===== config.mk =====
export PLATFORM = sky130hd
export DESIGN_NAME = dac8531_frame_receiver
export DESIGN_NICKNAME = d
export VERILOG_FILES = /design/src/rtl/dac8531_frame_receiver.sv
export SDC_FILE = /design/constraint.sdc
export NUM_CORES = 1
export LEC_CHECK = 0
export ABC_CLOCK_PERIOD_IN_PS = 3850
export CAP_MARGIN = 20
export CORE_MARGIN = 2
export CORE_UTILIZATION = 45
export CTS_BUF_LIST = sky130_fd_sc_hd__clkbuf_16
export DETAILED_ROUTE_END_ITERATION = 7
export HOLD_SLACK_MARGIN = 0.1
export PLACE_DENSITY = 0.67
export SLEW_MARGIN = 15
export SYNTH_ARGS = -nofsm -noshare
export SYNTH_HDL_FRONTEND = slang
export SYNTH_SLANG_ARGS = --single-unit

===== constraint.sdc =====
create_clock -name CLK -period 3.85 [get_ports CLK]
set_clock_uncertainty 0.05 [all_clocks]
set_input_delay 0.5775 -clock CLK [delete_from_list [all_inputs] [get_ports CLK]]
set_output_delay 0.5775 -clock CLK [all_outputs]
set_load 0.02 [all_outputs]

===== src/rtl/dac8531_frame_receiver.sv =====
// DAC8531-style serial frame receiver: samples CS/SCLK/SDI on CLK and captures FRAME_BITS-long frames.
// Optional macro DAC8531_RX_SYNC_EN selects a two-flop input synchronizer instead of a single register.
module dac8531_frame_receiver #(
    parameter int FRAME_BITS = 24
) (
    input  logic        CLK,
    input  logic        RESET_N,
    input  logic        DA_CS,
    input  logic        DA_SCLK,
    input  logic        DA_SDI,
    output logic [23:0] RX_DATA,
    output logic [15:0] RX_CODE,
    output logic [1:0]  RX_PD,
    output logic        RX_VALID,
    output logic        RX_ERR,
    output logic        BUSY
);

    typedef enum logic {
        IDLE  = 1'b0,
        SHIFT = 1'b1
    } state_t;

    localparam logic [4:0] FRAME_CNT = 5'(FRAME_BITS);

    logic s_cs, s_sclk, s_sdi;
    logic h_cs, h_sclk;

`ifdef DAC8531_RX_SYNC_EN
    localparam int STAGES = 2;

    logic cs_meta, sclk_meta, sdi_meta;

    always_ff @(posedge CLK) begin
        if (!RESET_N) begin
            cs_meta   <= 1'b1;
            sclk_meta <= 1'b0;
            sdi_meta  <= 1'b0;
            s_cs      <= 1'b1;
            s_sclk    <= 1'b0;
            s_sdi     <= 1'b0;
        end else begin
            // NOTE: non-blocking assignments so every flop samples its pre-edge input; blocking here would collapse the chain.
            cs_meta   <= DA_CS;
            sclk_meta <= DA_SCLK;
            sdi_meta  <= DA_SDI;
            s_cs      <= cs_meta;
            s_sclk    <= sclk_meta;
            s_sdi     <= sdi_meta;
        end
    end
`else
    localparam int STAGES = 1;

    always_ff @(posedge CLK) begin
        if (!RESET_N) begin
            s_cs   <= 1'b1;
            s_sclk <= 1'b0;
            s_sdi  <= 1'b0;
        end else begin
            // NOTE: non-blocking assignments so every flop samples its pre-edge input.
            s_cs   <= DA_CS;
            s_sclk <= DA_SCLK;
            s_sdi  <= DA_SDI;
        end
    end
`endif

    // Fills with ones after reset; the history register holds real input only once the top bit is set,
    // so a CS already low at reset release is not mistaken for a falling edge.
    logic [STAGES:0] fill;

    always_ff @(posedge CLK) begin
        if (!RESET_N) begin
            h_cs   <= 1'b1;
            h_sclk <= 1'b0;
            fill   <= '0;
        end else begin
            h_cs   <= s_cs;
            h_sclk <= s_sclk;
            fill   <= {fill[STAGES-1:0], 1'b1};
        end
    end

    logic cs_fall, cs_rise, sclk_rise;

    assign cs_fall   = fill[STAGES] & h_cs & ~s_cs;
    assign cs_rise   = ~h_cs & s_cs;
    assign sclk_rise = ~h_sclk & s_sclk;

    state_t      state;
    logic [23:0] shreg;
    logic [4:0]  bit_cnt;

    always_ff @(posedge CLK) begin
        if (!RESET_N) begin
            state    <= IDLE;
            shreg    <= '0;
            bit_cnt  <= '0;
            RX_DATA  <= '0;
            RX_VALID <= 1'b0;
            RX_ERR   <= 1'b0;
            BUSY     <= 1'b0;
        end else begin
            RX_VALID <= 1'b0;
            RX_ERR   <= 1'b0;
            case (state)
                IDLE: begin
                    if (cs_fall) begin
                        shreg   <= '0;
                        bit_cnt <= '0;
                        state   <= SHIFT;
                        BUSY    <= 1'b1;
                    end
                end
                SHIFT: begin
                    // CS release wins over a coincident SCLK edge.
                    if (cs_rise) begin
                        state <= IDLE;
                        BUSY  <= 1'b0;
                        if (bit_cnt == FRAME_CNT) begin
                            RX_DATA  <= shreg;
                            RX_VALID <= 1'b1;
                        end else begin
                            RX_ERR <= 1'b1;
                        end
                    end else if (sclk_rise) begin
                        shreg <= {shreg[22:0], s_sdi};
                        if (bit_cnt != 5'd31) begin
                            bit_cnt <= bit_cnt + 5'd1;
                        end
                    end
                end
                default: begin
                    state <= IDLE;
                    BUSY  <= 1'b0;
                end
            endcase
        end
    end

    assign RX_CODE = RX_DATA[15:0];
    assign RX_PD   = RX_DATA[17:16];

endmodule


==> impl_metrics.ini, run 1 <==
[run_status]
status = completed

[logic_synthesis]
synth.largest_area_cell = sky130_fd_sc_hd__dfxtp_1
synth_enable_flop_cells = 0
top_post_synthesis_cells_by_area = sky130_fd_sc_hd__dfxtp_1, sky130_fd_sc_hd__nand3_1, sky130_fd_sc_hd__nand2_1
synth.yosys.warnings = 0
netlist_top_cells_count = sky130_fd_sc_hd__dfxtp_1, sky130_fd_sc_hd__nand2_1, sky130_fd_sc_hd__nand3_1
post_synth_fa_ha_maj_area_fraction = 0.0144
synth-xor-area-share = 0
synth_compound_area_frac = 0.151
post_syn_instances = 302
mappedNetlistArea_mm2 = 0.00261
synthDominantCellAreaShare = 0.490
main_combinational_cell_family_by_area_after_synthesis = simple AND/OR/NAND/NOR gates
simple_gate_portion_of_the_synthesized_area = 0.239
synth_top_flop_cell = sky130_fd_sc_hd__dfxtp_1
postSynth.asyncResetShare = 0
synth_cell_type_count = 32
synth.avg_cell_area_um2 = 8.65
most_used_standard_cell_by_instance_count_after_synthesis = sky130_fd_sc_hd__dfxtp_1
fraction_of_the_yosys_area_taken_by_sequential_cells = 0.490
post_synth_mux_area_share = 0
mappedNetlistNets = 310
synth.ff_latch_count = 64

[power]
ir_worst_vdd_mv = 0.374
static-leakage-power_nw = 1.11
power.density_cell_area_mw_per_mm2 = 493

[sta]
finalWorstPathRequiredPeriod_ns = 2.07
achievable-frequency_mhz = 483
grt_setup_unrepaired = false
worst_pin_slew_ns = 0.956
fin_ws_ns = 1.78
final_count_of_pins_violating_max_slew = 0
period_share = 0.538
max_slew_margin = 0.361
setup_viol_count_final = 0
finalSetupTns_ns = 0
finalHoldViolCount = 0

[clock_network]
cts-hold-fix-buffers = 0
clock_insertion_delay_worst_skew_ns = 0.33
clk_path_buf_depth = 2
post_cts.repair.setup_buffers = 0
cts_root_buf = sky130_fd_sc_hd__clkbuf_16
cts_tree = done
clock_sink_count = 64
numCtsBuffers = 9
cts_htree_levels = 3
clkSlewWorstSetupHoldPaths_ns = 0.05
postCtsResizedCells = 0

[floorplan]
die_h_um = 80.2
start_util = 0.469
floorplan.die_area_mm2 = 0.00643
boundaryPins = 50
design.core.area_mm2 = 0.00557
fp.dieW_um = 80.2
num_rows = 27

[worst_setup_path]
worst_r2r_path_depth = 5
timing.critical_path.fanout_max = 27
worstPathRequired_ns = 4.06
r2r_slack_ns = 1.78
type_of_destination_of_the_critical_path = flip-flop
timing.rr.end = shreg[20]
timing.critical_path.arrival_ns = 2.28
reg2reg_from = state
critical_path.startpoint_type = flip-flop
worstSetupPathType = reg -> reg

[route]
drt_drc_violations_left = 0
detail_route.iter0.violations = 128
via_per_inst = 5.01
route.antenna.remaining_nets = 0
routedWlPerCell_um = 11.5
via_count = 2005
drtPass1Iterations = 6
finalWirelength_um = 4620

[placed_design]
dp_hpwl_um = 2880
dpl_worst_slack_ns = 1.59
placement.io_buffers = 49
gp_congestion = 0.750

[worst_hold_path]
min-delay-path-class = reg -> reg
timing.hold.worst_endpoint = fill[1]
worst_hold_path.num_cells = 1
start_point_of_the_worst_min_delay_path = fill[0]

[cells_and_area]
synthToLayoutAreaGrowth_pct = 25.9
fillCellCount = 499
layout_cells_sized_above_1 = 0.0610
layout.nets = 331
postLayoutCoreUtil = 0.590
n_antenna_cell = 0

[global_routing]
grt_first_pass_wirelength_um = 7770
grt_pass1_vias = 1709
antenna_found_initial = 0
grt_start_max_net_pins = 60
grt_overflow_total = 0
groute.usage.overall = 0.160

[run]
maxCapViolCount = 0
layout by cell type (no fill, tap or decap), types with 2 or more instances in the layout:
master / synthesis / layout
sky130_fd_sc_hd__inv_1: 3 / 4
sky130_fd_sc_hd__ha_1: 3 / 3
sky130_fd_sc_hd__nand2_1: 57 / 57
sky130_fd_sc_hd__o22ai_1: 3 / 3
sky130_fd_sc_hd__clkdlybuf4s50_1: 0 / 48
sky130_fd_sc_hd__nand3b_1: 2 / 2
sky130_fd_sc_hd__nand3_1: 52 / 52
sky130_fd_sc_hd__and2_1: 4 / 4
sky130_fd_sc_hd__nand2b_1: 4 / 4
sky130_fd_sc_hd__buf_4: 19 / 2
sky130_fd_sc_hd__o21ai_0: 15 / 15
sky130_fd_sc_hd__and3_1: 2 / 2
sky130_fd_sc_hd__clkbuf_16: 0 / 9
sky130_fd_sc_hd__a21boi_1: 24 / 24
sky130_fd_sc_hd__o21ai_1: 10 / 10
sky130_fd_sc_hd__nor2_1: 3 / 3
sky130_fd_sc_hd__bufinv_16: 0 / 3
sky130_fd_sc_hd__and2b_1: 2 / 2
sky130_fd_sc_hd__dfxtp_1: 64 / 64
layout make-up:
| type | instances | area [um2] | area share |
|---|---|---|---|
| multi-input combinational | 193 | 1060 | 0.321 |
| tap | 72 | 90.1 | 0.0274 |
| clock inverter | 7 | 111 | 0.0338 |
| timing repair buffer | 52 | 515 | 0.157 |
| sequential | 64 | 1280 | 0.389 |
| inverter | 3 | 11.3 | 0.00342 |
| clock buffer | 9 | 225 | 0.0684 |
per-stage QoR:
| step | std cells | power (mW) | hold WS [ns] | area, um2 |
|---|---|---|---|---|
| 2_1_floorplan | 302 | 0.719 | 0.362 | 2610 |
| 3_3_place_gp | 383 | 0.728 | 0.364 | 2940 |
| 3_5_place_dp | 383 | 0.729 | 0.367 | 2940 |
| 4_1_cts | 399 | 1.64 | 0.378 | 3280 |
| 5_1_grt | 400 | 1.67 | 0.409 | 3290 |
| 6_report | 400 | 1.62 | 0.378 | 3290 |
cells by family after synthesis:
family / count (synthesis)
adders and majority gates: 3
AOI/OAI and AO/OA: 59
buffers and inverters: 45
DFF: 64
and+or+nand+nor: 131
critical path, stage by stage, from the launching register on:
cell	delay, ns
sky130_fd_sc_hd__dfxtp_1	0.69
sky130_fd_sc_hd__and4bb_1	0.28
sky130_fd_sc_hd__a31oi_4	0.53
sky130_fd_sc_hd__buf_8	0.25
sky130_fd_sc_hd__nand3_1	0.08
sky130_fd_sc_hd__o21ai_0	0.11
sequential cells by signal, summed over array words and instances, names as in the netlist, 2 cells and up:
signal and flops:
RX_DATA 24, shreg 24, bit_cnt 5, fill 2
per-layer routing:
layer,wire (um),part of all wire,GRT usage,up-vias
met5,0,0,0,-
li1,-,-,-,1057
met3,212,0.046,0.0506,14
met2,2060,0.45,0.241,43
met1,2200,0.48,0.194,891
met4,141,0.031,0.107,0
how the worst max path moves through the flow:
stage,start,endpoint,slack [ns],depth (start not counted)
floorplan,bit_cnt[0],bit_cnt[3],2.21,6
global placement,state,bit_cnt[2],1.68,3
detailed placement,state,shreg[11],1.59,3
CTS,state,bit_cnt[2],1.61,3
global route,state,RX_DATA[6],1.53,3
finish,state,shreg[20],1.78,5
report_power, final:
part | internal, mW | total (mW) | switching, mW
Combinational | 0.0165 | 0.0430 | 0.0265
Sequential | 0.669 | 0.673 | 0.00422
Clock | 0.626 | 0.907 | 0.281
No activity file was read; power rests on OpenSTA's default activity.
==> run 2, diff against run 1 <==
Settings changed: ABC_CLOCK_PERIOD_IN_PS 3850 to 2100.
Clock period 3.85 ns to 2.1 ns, I/O delays scaled along.
==> run 2 against run 1 <==
Compared with the run above:
- maximum frequency grew 12%
- core utilization shrank 0.43 points
- critical path depth grew 1
- die area is the same
- sequential power grew 83%
- global-route usage grew 0.14 points
- critical path type unchanged
- combinational power grew 98%
- wire length grew 2.0%
- worst setup slack lost 1.5 ns
- sequential cell count is the same
- final cell count grew 0.75%
- sequential share of layout area grew 0.28 points
==> impl_metrics.ini, run 2 (same netlist as run 1, synthesis figures left out) <==
[power]
ir_worst_vdd_mv = 0.808
static-leakage-power_nw = 1.10
total_switching_power_mw = 0.544
comb_power_share = 0.032
power.density_cell_area_mw_per_mm2 = 825
cell_internal_pwr_mw = 2.15
pwr-share-seq = 0.457
p_sw_frac = 0.202
power.clock.fraction = 0.512

[cells_and_area]
n_antenna_cell = 0
most-common-layout-cells = sky130_fd_sc_hd__dfxtp_1, sky130_fd_sc_hd__nand2_1, sky130_fd_sc_hd__nand3_1
biggestRegsByFlops = RX_DATA x24, shreg x24, bit_cnt x5
layout.nets = 335
layout_cells_sized_above_1 = 0.0695
stdcell_area_mm2 = 0.00327
mostFrequentLayoutCell = sky130_fd_sc_hd__dfxtp_1
synthToLayoutAreaGrowth_pct = 25.0
postLayoutCoreUtil = 0.586

[floorplan]
start_util = 0.469
fp.dieW_um = 80.2
boundaryPins = 50
design.core.area_mm2 = 0.00557
die_h_um = 80.2
floorplan.die_area_mm2 = 0.00643
num_rows = 27

[clock_network]
cts-hold-fix-buffers = 0
clk_path_buf_depth = 2
cts_root_buf = sky130_fd_sc_hd__clkbuf_16
numCtsBuffers = 9
clkSlewWorstSetupHoldPaths_ns = 0.05
clock_insertion_delay_worst_skew_ns = 0.33
cts_htree_levels = 3
cts_tree = done
clock_sink_count = 64

[sta]
final_count_of_pins_violating_max_slew = 0
finalSetupTns_ns = 0
finalWorstPathRequiredPeriod_ns = 1.84
finalHoldViolCount = 0
setup_viol_count_final = 0
period_share = 0.878
achievable-frequency_mhz = 543
fin_ws_ns = 0.257
final.hold.worst_slack_ns = 0.379
grt_setup_unrepaired = false
max_slew_margin = 0.697
worst_pin_slew_ns = 0.455

[global_routing]
grt_overflow_total = 0
antenna_found_initial = 0
grt_start_max_net_pins = 94
groute.usage.overall = 0.161
grt_first_pass_wirelength_um = 7830
grt_pass1_vias = 1766

[route]
route.antenna.remaining_nets = 0
via_per_inst = 5.05
detail_route.iter0.violations = 99
routedWlPerCell_um = 11.7
via_count = 2034
drtPass1Iterations = 4
finalWirelength_um = 4710
drt_drc_violations_left = 0

[run_status]
status = completed

[worst_setup_path]
critical_path.startpoint_type = flip-flop
timing.critical_path.slowest_stage_cell = sky130_fd_sc_hd__nand4b_1
max_stage_delay_ns = 0.35
timing.critical_path.fanout_max = 7
timing.critical_path.arrival_ns = 1.98
type_of_destination_of_the_critical_path = flip-flop
worstPathRequired_ns = 2.24
worstSetupPathType = reg -> reg
crit_chain = ha_1 -> and3_1 -> ha_1 -> nand4b_1 -> o2111ai_1 -> o311ai_1
path_common_cell = sky130_fd_sc_hd__ha_1

[placed_design]
gp_congestion = 0.770
dp_hpwl_um = 2980
dpl_worst_slack_ns = 0.160
placed_instance_area_mm2 = 0.00299
placement.io_buffers = 49

[worst_hold_path]
min-delay-path-class = reg -> reg

[run]
maxCapViolCount = 0
run 2: timing repair:
action,CTS,global route
setup endpoints to repair,0,23
setup buffers,0,0
resized for setup,0,1
run 2: per-layer routing:
layer  up-vias  wire [um]  global-route usage
met5         -          0                   0
met1       917       2170               0.183
li1       1062          -                   -
met2        46       2230               0.259
met4         0         71              0.0797
met3         9        232              0.0685
run 2: worst max-delay path: cells and delay by family (launching register included):
kind            cells  cell delay (ns)
simple gates        2             0.53
fa+ha+maj           2             0.38
flops               1             0.33
compound gates      2             0.43
run 2: worst paths after layout:
check / startpoint / to / slack [ns] / cells past startpoint
setup / recovery: bit_cnt[0] / bit_cnt[3] / 0.26 / 6
hold / removal: fill[0] / fill[1] / 0.38 / 1
setup reg to reg: bit_cnt[0] / bit_cnt[3] / 0.26 / 6
hold reg to reg: fill[0] / fill[1] / 0.38 / 1
run 2: layout make-up:
cell class	instances	area [um2]
fillers	506	2310
well taps	72	90.1
clock buffers	9	225
clock inverters	6	51.3
inverters	3	11.3
repair buffers	56	551
multi-input cells	193	1060
flip-flops and latches	64	1280
run 2: metrics by stage:
step	total power [mW]	std cells
after floorplan	1.32	302
after global routing	2.79	403
after global placement	1.34	388
after detailed placement	1.34	388
after CTS	2.73	403
final	2.70	403
run 2: power by group through the flow:
| stage | Combinational, mW | Sequential [mW] | Clock (mW) |
|---|---|---|---|
| after global routing | 0.0944 | 1.23 | 1.47 |
| final | 0.0850 | 1.23 | 1.38 |
| after global placement | 0.0850 | 1.26 | 0 |
| after CTS | 0.0850 | 1.23 | 1.41 |
| after floorplan | 0.0613 | 1.26 | 0 |
| after detailed placement | 0.0847 | 1.26 | 0 |
